==> src/rtl/prefetch_unit_pkg.sv <==
// Shared defaults and state encoding for the instruction prefetch stage.
package prefetch_unit_pkg;

  localparam int unsigned WORD_SIZE_DEF   = 32;
  localparam int unsigned ADDR_W_DEF      = 32;
  localparam int unsigned DEPTH_DEF       = 4;
  localparam int unsigned INSTR_BYTES_DEF = 4;

  typedef enum logic {
    IDLE = 1'b0,
    RUN  = 1'b1
  } state_e;

endpackage

==> src/rtl/prefetch_fifo.sv <==
// Synchronous prefetch queue; flush overrides push and pop, push into a full
// queue is accepted only when a pop frees the head in the same cycle.
module prefetch_fifo #(
  parameter int unsigned DEPTH = 4,
  parameter int unsigned WIDTH = 64,
  localparam int unsigned PTR_W = $clog2(DEPTH),
  localparam int unsigned CNT_W = $clog2(DEPTH + 1)
) (
  input  logic             clk,
  input  logic             rst,
  input  logic             push,
  input  logic             pop,
  input  logic             flush,
  input  logic [WIDTH-1:0] wdata,
  output logic [WIDTH-1:0] rdata,
  output logic             full,
  output logic             empty,
  output logic [CNT_W-1:0] occupancy
);

  logic [WIDTH-1:0] mem_q [DEPTH];
  logic [PTR_W-1:0] wr_ptr_q, wr_ptr_d;
  logic [PTR_W-1:0] rd_ptr_q, rd_ptr_d;
  logic [CNT_W-1:0] count_q, count_d;
  logic             do_push;
  logic             do_pop;

  assign empty     = (count_q == '0);
  assign full      = (count_q == CNT_W'(DEPTH));
  assign occupancy = count_q;
  assign rdata     = mem_q[rd_ptr_q];

  always_comb begin
    do_pop   = pop && !empty && !flush;
    do_push  = push && (!full || do_pop) && !flush;
    wr_ptr_d = wr_ptr_q;
    rd_ptr_d = rd_ptr_q;
    count_d  = count_q;
    if (flush) begin
      wr_ptr_d = '0;
      rd_ptr_d = '0;
      count_d  = '0;
    end else begin
      if (do_push) wr_ptr_d = wr_ptr_q + PTR_W'(1);
      if (do_pop)  rd_ptr_d = rd_ptr_q + PTR_W'(1);
      count_d = count_q + CNT_W'(do_push) - CNT_W'(do_pop);
    end
  end

  always_ff @(posedge clk or negedge rst) begin
    if (!rst) begin
      wr_ptr_q <= '0;
      rd_ptr_q <= '0;
      count_q  <= '0;
    end else begin
      wr_ptr_q <= wr_ptr_d;
      rd_ptr_q <= rd_ptr_d;
      count_q  <= count_d;
    end
  end

  // Storage needs no reset: the head is only observed while the queue is non-empty.
  always_ff @(posedge clk) begin
    if (do_push) mem_q[wr_ptr_q] <= wdata;
  end

endmodule

==> src/rtl/prefetch_unit.sv <==
// Instruction fetch stage: issues credited requests to instruction memory and
// queues in-order responses for decode, with redirect flush and stale-drop.
module prefetch_unit
  import prefetch_unit_pkg::*;
#(
  parameter int unsigned WORD_SIZE   = WORD_SIZE_DEF,
  parameter int unsigned ADDR_W      = ADDR_W_DEF,
  parameter int unsigned DEPTH       = DEPTH_DEF,
  parameter int unsigned INSTR_BYTES = INSTR_BYTES_DEF
) (
  input  logic                 clk,
  input  logic                 rst,
  input  logic                 start,
  input  logic [ADDR_W-1:0]    start_address,
  input  logic                 redirect,
  input  logic [ADDR_W-1:0]    redirect_pc,
  output logic                 imem_req_valid,
  input  logic                 imem_req_ready,
  output logic [ADDR_W-1:0]    imem_req_addr,
  input  logic                 imem_rsp_valid,
  input  logic [WORD_SIZE-1:0] imem_rsp_data,
  output logic                 out_valid,
  input  logic                 out_ready,
  output logic [WORD_SIZE-1:0] out_instr,
  output logic [ADDR_W-1:0]    out_pc,
  output logic                 busy
);

  localparam int unsigned CNT_W = $clog2(DEPTH + 1);
  localparam int unsigned ENT_W = ADDR_W + WORD_SIZE;

  state_e              state_q, state_d;
  logic [ADDR_W-1:0]   pc_q, pc_d;
  logic [ADDR_W-1:0]   rsp_pc_q, rsp_pc_d;
  logic [CNT_W-1:0]    outstanding_q, outstanding_d;
  logic [CNT_W-1:0]    drop_q, drop_d;
  logic [CNT_W-1:0]    occupancy;
  logic [CNT_W:0]      credits_used;
  logic [CNT_W-1:0]    out_after_rsp;
  logic [ADDR_W-1:0]   target;
  logic                kill;
  logic                req_fire;
  logic                rsp_take;
  logic                fifo_push, fifo_pop, fifo_flush;
  logic                fifo_full, fifo_empty;
  logic [ENT_W-1:0]    fifo_rdata;

  prefetch_fifo #(
    .DEPTH (DEPTH),
    .WIDTH (ENT_W)
  ) u_fifo (
    .clk       (clk),
    .rst       (rst),
    .push      (fifo_push),
    .pop       (fifo_pop),
    .flush     (fifo_flush),
    .wdata     ({rsp_pc_q, imem_rsp_data}),
    .rdata     (fifo_rdata),
    .full      (fifo_full),
    .empty     (fifo_empty),
    .occupancy (occupancy)
  );

  always_comb begin
    state_d        = state_q;
    pc_d           = pc_q;
    rsp_pc_d       = rsp_pc_q;
    outstanding_d  = outstanding_q;
    drop_d         = drop_q;
    fifo_push      = 1'b0;
    fifo_pop       = 1'b0;
    fifo_flush     = 1'b0;
    imem_req_valid = 1'b0;
    kill           = 1'b0;
    target         = start ? start_address : redirect_pc;
    credits_used   = (CNT_W+1)'(occupancy) + (CNT_W+1)'(outstanding_q);
    rsp_take       = imem_rsp_valid && (outstanding_q != '0);
    out_after_rsp  = outstanding_q - CNT_W'(rsp_take);

    if (state_q == RUN) begin
      kill           = start || redirect;
      imem_req_valid = !kill && (credits_used < (CNT_W+1)'(DEPTH));
    end

    req_fire      = imem_req_valid && imem_req_ready;
    outstanding_d = out_after_rsp + CNT_W'(req_fire);

    // Every response still in flight after a redirect belongs to the old path.
    if (kill) begin
      fifo_flush = 1'b1;
      pc_d       = target;
      rsp_pc_d   = target;
      drop_d     = out_after_rsp;
    end else begin
      fifo_pop = !fifo_empty && out_ready;
      if (rsp_take) begin
        if (drop_q != '0) begin
          drop_d = drop_q - CNT_W'(1);
        end else begin
          fifo_push = !fifo_full || fifo_pop;
          rsp_pc_d  = rsp_pc_q + ADDR_W'(INSTR_BYTES);
        end
      end
      if (req_fire) pc_d = pc_q + ADDR_W'(INSTR_BYTES);
    end

    if (state_q == IDLE && start) begin
      state_d  = RUN;
      pc_d     = start_address;
      rsp_pc_d = start_address;
    end
  end

  always_ff @(posedge clk or negedge rst) begin
    if (!rst) begin
      state_q       <= IDLE;
      pc_q          <= '0;
      rsp_pc_q      <= '0;
      outstanding_q <= '0;
      drop_q        <= '0;
    end else begin
      state_q       <= state_d;
      pc_q          <= pc_d;
      rsp_pc_q      <= rsp_pc_d;
      outstanding_q <= outstanding_d;
      drop_q        <= drop_d;
    end
  end

  assign imem_req_addr = pc_q;
  assign busy          = (state_q == RUN);
  assign out_valid     = !fifo_empty;
  assign out_pc        = fifo_empty ? '0 : fifo_rdata[ENT_W-1 -: ADDR_W];
  assign out_instr     = fifo_empty ? '0 : fifo_rdata[WORD_SIZE-1:0];

endmodule

==> config.mk <==
export PLATFORM = sky130hd
export DESIGN_NAME = prefetch_unit
export DESIGN_NICKNAME = d
export VERILOG_FILES = /design/src/rtl/prefetch_unit_pkg.sv /design/src/rtl/prefetch_fifo.sv /design/src/rtl/prefetch_unit.sv
export SDC_FILE = /design/constraint.sdc
export NUM_CORES = 1
export LEC_CHECK = 0
export ABC_CLOCK_PERIOD_IN_PS = 4700
export BUFFER_PORTS_ARGS = -buffer_cell sky130_fd_sc_hd__buf_2
export CORE_MARGIN = 4
export CORE_UTILIZATION = 40
export CTS_CLUSTER_DIAMETER = 30
export CTS_CLUSTER_SIZE = 24
export DETAILED_ROUTE_END_ITERATION = 10
export PLACE_DENSITY_LB_ADDON = 0.25
export SYNTH_ARGS = -nofsm -noshare
export SYNTH_HDL_FRONTEND = slang
export SYNTH_HIERARCHICAL = 1
export SYNTH_SLANG_ARGS = --single-unit
==> constraint.sdc <==
create_clock -name clk -period 4.7 [get_ports clk]
set_clock_uncertainty 0.15 [all_clocks]
set_input_delay 0.47 -clock clk [delete_from_list [all_inputs] [get_ports clk]]
set_output_delay 0.47 -clock clk [all_outputs]
set_load 0.01 [all_outputs]
Yosys cells after proc, flatten, opt, wreduce, memory -nomap -nowiden --
Memories as Yosys holds them, arrays and structs flattened. Index checks and enable logic that the tools add are counted.
Storage, ports and cells: bits in registers 78, RAM bits 256, input bits 103, output and inout port bits 99, logic and storage cells 77, memories kept 1
Cells by class: $add $sub $neg 10, $lt $le $gt $ge 1, equal/unequal tests 2, multiplexer cells 27, bitwise logic cells 1, reductions and logical operators 27
Memories:
- u_fifo.mem_q | words 4, width 64, rd ports 1, clocked after Yosys merged registers in 0, wr ports 1, RTL line prefetch_fifo.sv:21 | logic [WIDTH-1:0] mem_q [DEPTH];
Operators with widths (count):
- 2-to-1 mux 32 bit | 10
- adder 32 x 3 -> 32 bit (second input constant) | 2
- 2-to-1 mux 3 bit | 4
- nonzero test 3 bit | 4
- logical AND 1 bit | 9
- 2-to-1 mux 1 bit | 9
- 2-to-1 mux 2 bit | 4
- nonzero test 2 bit | 4
- adder 3 x 1 -> 3 bit | 2
- subtractor 3 x 1 -> 3 bit | 2
- adder 2 x 1 -> 2 bit (second input constant) | 2
- adder 3 x 3 -> 4 bit | 1
- zero test 1 bit | 4
- < comparator 4 x 3 -> 1 bit (second input constant) | 1
- AND reduction 2 bit | 2
- == test 3 bit (second input constant) | 1
- zero test 3 bit | 1
- logical OR 1 bit | 3
- != test 3 x 2 -> 1 bit (second input constant) | 1
- subtractor 3 x 1 -> 3 bit (second input constant) | 1
- NOT 1 bit | 1

Logic depth before layout (Yosys ltp) --
word-level depth 12, gate-level depth with buffers 15, depth with buffers taken out 14

By module --
Netlist, hierarchy kept.
Modules (own cells, without submodules):
- prefetch_fifo | times used 1, cells an instance 381, area an instance 9728.1 um^2
- prefetch_unit | times used 1, cells an instance 724, area an instance 5650.4 um^2

Worst setup path after synthesis --
OpenSTA, ideal clock, no wires.
path kind reg2reg, start point register state_q (netlist: busy), end point memory u_fifo.mem_q[0][0], enable pin, data arrival time 3.202 ns, slack 0.919 ns, cell stages (with the launch flop) 8, path buffers 2, cells stage by stage dfrtp_1 buf_4 o21ai_2 clkinv_1 buf_1 a2111oi_0 nor3b_2 and2_1
Between the ends: longest elaborated chain between the ends 9
Ends and longest elaborated chain:
- from (decl) | RTL line prefetch_unit.sv:32 | state_e state_q, state_d;
- from (signal assigned) | RTL line prefetch_unit.sv:122 | state_q <= state_d;
- 2-to-1 mux 1 bit (*) | RTL line prefetch_unit.sv:80 | if (state_q == RUN) begin
- 2-to-1 mux 1 bit (*) | RTL line prefetch_unit.sv:89 | if (kill) begin
- via fifo_flush | RTL line prefetch_unit.sv:44 | logic fifo_push, fifo_pop, fifo_flush;
- zero test 1 bit (*) | RTL line prefetch_fifo.sv:34, prefetch_fifo.sv:35
- logical AND 1 bit | RTL line prefetch_fifo.sv:34 | do_pop = pop && !empty && !flush;
- logical OR 1 bit | RTL line prefetch_fifo.sv:35 | do_push = push && (!full || do_pop) && !flush;
- logical AND 1 bit | RTL line prefetch_fifo.sv:35
- logical AND 1 bit (*) | RTL line prefetch_fifo.sv:35
- 2-to-1 mux 1 bit (*) | RTL line prefetch_fifo.sv:64 | if (do_push) mem_q[wr_ptr_q] <= wdata;
- 2-to-1 mux 1 bit (not written as such) (*) | RTL line prefetch_fifo.sv:64
- to (decl) | RTL line prefetch_fifo.sv:21
The timed path passes the listed nets; every way through them passes the cells marked *.

Final worst setup path --
start point register u_fifo.rd_ptr_q[0], end point output out_pc[0]
Between the ends: longest elaborated chain between the ends 2
Ends and longest elaborated chain:
- from (decl) | RTL line prefetch_fifo.sv:23 | logic [PTR_W-1:0] rd_ptr_q, rd_ptr_d;
- from (signal assigned) | RTL line prefetch_fifo.sv:57 | rd_ptr_q <= rd_ptr_d;
- memory (4 x 64 bit)
- via fifo_rdata[32] | RTL line prefetch_unit.sv:46 | logic [ENT_W-1:0] fifo_rdata;
- 2-to-1 mux 32 bit | RTL line prefetch_unit.sv:133 | assign out_pc = fifo_empty ? '0 : fifo_rdata[ENT_W-1 -: ADDR_W];
- to (decl) | RTL line prefetch_unit.sv:25 | output logic [ADDR_W-1:0] out_pc,
The timed path passes the listed nets, and every way through them passes these cells.

==> impl_metrics.toml <==
[outcome]
status = "finished clean"

[detailed_routing]
routed_wirelength_mm = 39.81
dr.first_iter.drc_count = 636
drc = 0
dr.pass1.iters = 5
ant_nets = 0
vias_per_cell = 5.448
vias = 10620
post_drt_wl_per_cell_um = 20.41

[floorplan]
initial_core_util_pct = 40.73
core-area_um2 = 37760
die_h_um = 204.1
dieArea_um2 = 41650
io-pin-count = 202
die_w_um = 204.1
fp-row-count = 71

[logic_synthesis]
synth_flop_cell = "edfxtp_1"
synthDistinctLibCells = 77
ys_warn_count = 6
synthTopCellsByArea = "edfxtp_1 (50%), dfrtp_1 (13%), mux4_2 (9.4%)"
netlist.top_cell.by_area = "edfxtp_1"
netlist_instances = 1105
async_flop_share_pct = 23.35
synth_edf_count = 256
syn_area_um2 = 15380
synth-seq-cells = 334
seq_area_frac_synth_pct = 62.68
avgSynthCellArea_um2 = 13.92
synth_fp_nets = 1225
synth_top_area_share_pct = 49.99

[clocking]
path_clk_slew_ns = 0.04
htreeDepth = 3
cts_tree = "done"
cts_buffers = 77
root_buffer = "clkbuf_16"
clk_path_buf_depth = 3
clk_latency_ns = 0.55
clkSinkCount = 334

[global_routing]
track_usage_pct = 18.78
grt_pass1_vias = 10650
grt_max_degree = 76
antenna_found_initial = 0
grt_first_pass_wirelength_mm = 61.29
gr-total-overflow = 0

[setup_path]
cp_cell_sequence = "buf_12, mux4_2, nor2b_1, buf_2"
cp_slowest_cell = "dfrtp_4"
critPathLaunchType = "register"
crit_cells = 4
timing.critical_path.buf_inv = 2
path_max_fanout = 35
reg2reg_depth = 7
slowest_delay_ns = 0.87
crit_type = "reg -> out"
cp.arrival_ns = 2.74
critPathCaptureType = "output pin"
required_ns = 4.08
crit_family = "flip-flops"

[placed_design]
dp.cells = 1775
hpwl_mm = 26.05
dpl_cell_area_um2 = 16950
port_buffers = 201
routabilityCongestion = 0.8999

[pwr]
p_total_mw = 9.830
p_per_area_nw_per_um2 = 489.8
leakagePower_nw = 7.466
ir_drop_uv = 229.0

[timing]
post-route-period-util_pct = 71.43
min_period_ns = 3.357
hold_violations = 0
finalSetupViolCount = 0
slew_violations = 0
rsz0062_at_grt = "no"
maxSlewHeadroom_pct = 37.78
fin_tns_setup_ns = 0
worst_pin_slew_ns = 0.9271
fmax_ghz = 0.2979

[finish]
final_cell_mix = "edfxtp_1 (256), buf_2 (200), a21oi_1 (79), clkbuf_16 (79)"
fillerInstances = 3197
final_area_um2 = 20070
synthToLayoutAreaGrowth_pct = 30.50
fin_cells = 1950
layout_commonest_cell = "edfxtp_1"
n_antenna_cell = 0
drive_gt1_share_pct = 31.27
finalNetCount = 1496
fin_util_pct = 53.16

[job]
max_cap_violations = 0

[min_path]
holdPathStages = 1
min_path_type = "in -> reg"
-- path summary, 6_finish.rpt --
| kind | slack (ns) | start | end |
|---|---|---|---|
| max in group asynchronous | 3.09 | rst | imem_req_addr[6] |
| worst max-delay path | 1.34 | u_fifo/rd_ptr_q[0] | out_pc[0] |
| min in group asynchronous | 0.24 | rst | outstanding_q[0] |
| worst max register to register | 1.40 | drop_q[0] | u_fifo/mem_q[3][7] |
| worst min register to register | 0.37 | imem_req_addr[0] | imem_req_addr[0] |
| worst min-delay path | 0.03 | imem_rsp_data[6] | u_fifo/mem_q[1][6] |
-- cells by family (layout without fill, tap and decap cells) --
family,Yosys count,count (layout),synth area share [%]
mux,72,72,9.926
flops,334,334,62.68
fa+ha+maj,17,17,1.432
compound gates,226,226,9.714
buf+inv,85,419,2.628
simple gates,356,356,12.77
xor+xnor,15,15,0.8543
-- sequential cells by signal (all words and copies together), names as in the netlist --
name and flops:
u_fifo/rd_ptr_q 2, rsp_pc_q 32, busy 1, drop_q 3, u_fifo/wr_ptr_q 2, outstanding_q 3, imem_req_addr 32, u_fifo/mem_q 256
u_fifo/occupancy 3
-- Yosys cell counts (6+ instances only) --
cell type  instances
mux4_2            64
xor2_1             8
and2_1            11
a31oi_1           22
ha_1              16
and4_1             7
o22a_1             9
nor3_1            23
inv_1             22
o21ai_0           26
xnor2_1            7
nand4_1           16
nand2_1           76
clkbuf_1          20
nand3_1           31
and3_1            17
mux2i_1            7
a21oi_1           79
o21a_1             7
buf_2             29
nor2b_1           72
dfrtp_1           78
nor2_1            55
nand2b_1          20
edfxtp_1         256
a211oi_1           6
o31ai_1           25
-- worst register-to-register path, stage by stage, from the launching register on --
cell and delay [ns]:
dfrtp_1 0.35, inv_1 0.10, ha_1 0.20, nand2b_1 0.27, a2111oi_0 0.53, nor3b_2 0.40, and2_2 0.63, buf_12 0.34
-- where the power goes --
group          internal [mW]  leakage (nW)  switching (mW)
clock                   3.96          1.34            1.68
sequential              3.34          3.20           0.188
combinational          0.276          2.93           0.394
total                   7.57          7.47            2.26
-- timing repair --
action,4_1_cts,5_1_grt
buffers inserted,0,0
setup endpoints to repair,0,0
resized for setup,0,0
hold buffers,33,0
hold endpoints to repair,156,0
-- layer usage --
layer	track usage, %	wire length, um	up-vias
met5	0	0	-
met4	5.480	766	0
met3	4.062	3136	59
met2	28.55	18070	507
met1	27.48	17830	5203
li1	-	-	4854
-- metrics by stage --
stage | setup WS, ns | hold WS [ns]
5_1_grt | 1.073 | 0.01004
4_1_cts | 1.222 | 0.0008655
3_3_place_gp | 1.148 | 0.2883
6_report | 1.343 | 0.03095
2_1_floorplan | 0.9190 | 0.02441
3_5_place_dp | 1.159 | 0.2888
-- layout make-up --
class                   instances  area, um2  area share [%]
multi-input cells             686       5345           26.63
clock buffers                  88       2041           10.17
inverters                      23      86.33          0.4302
clock inverters                54      749.5           3.734
repair buffers                254       1564           7.793
flip-flops and latches        334       9644           48.05
well taps                     511      639.4           3.186
No activity file was read; power rests on OpenSTA's default activity.
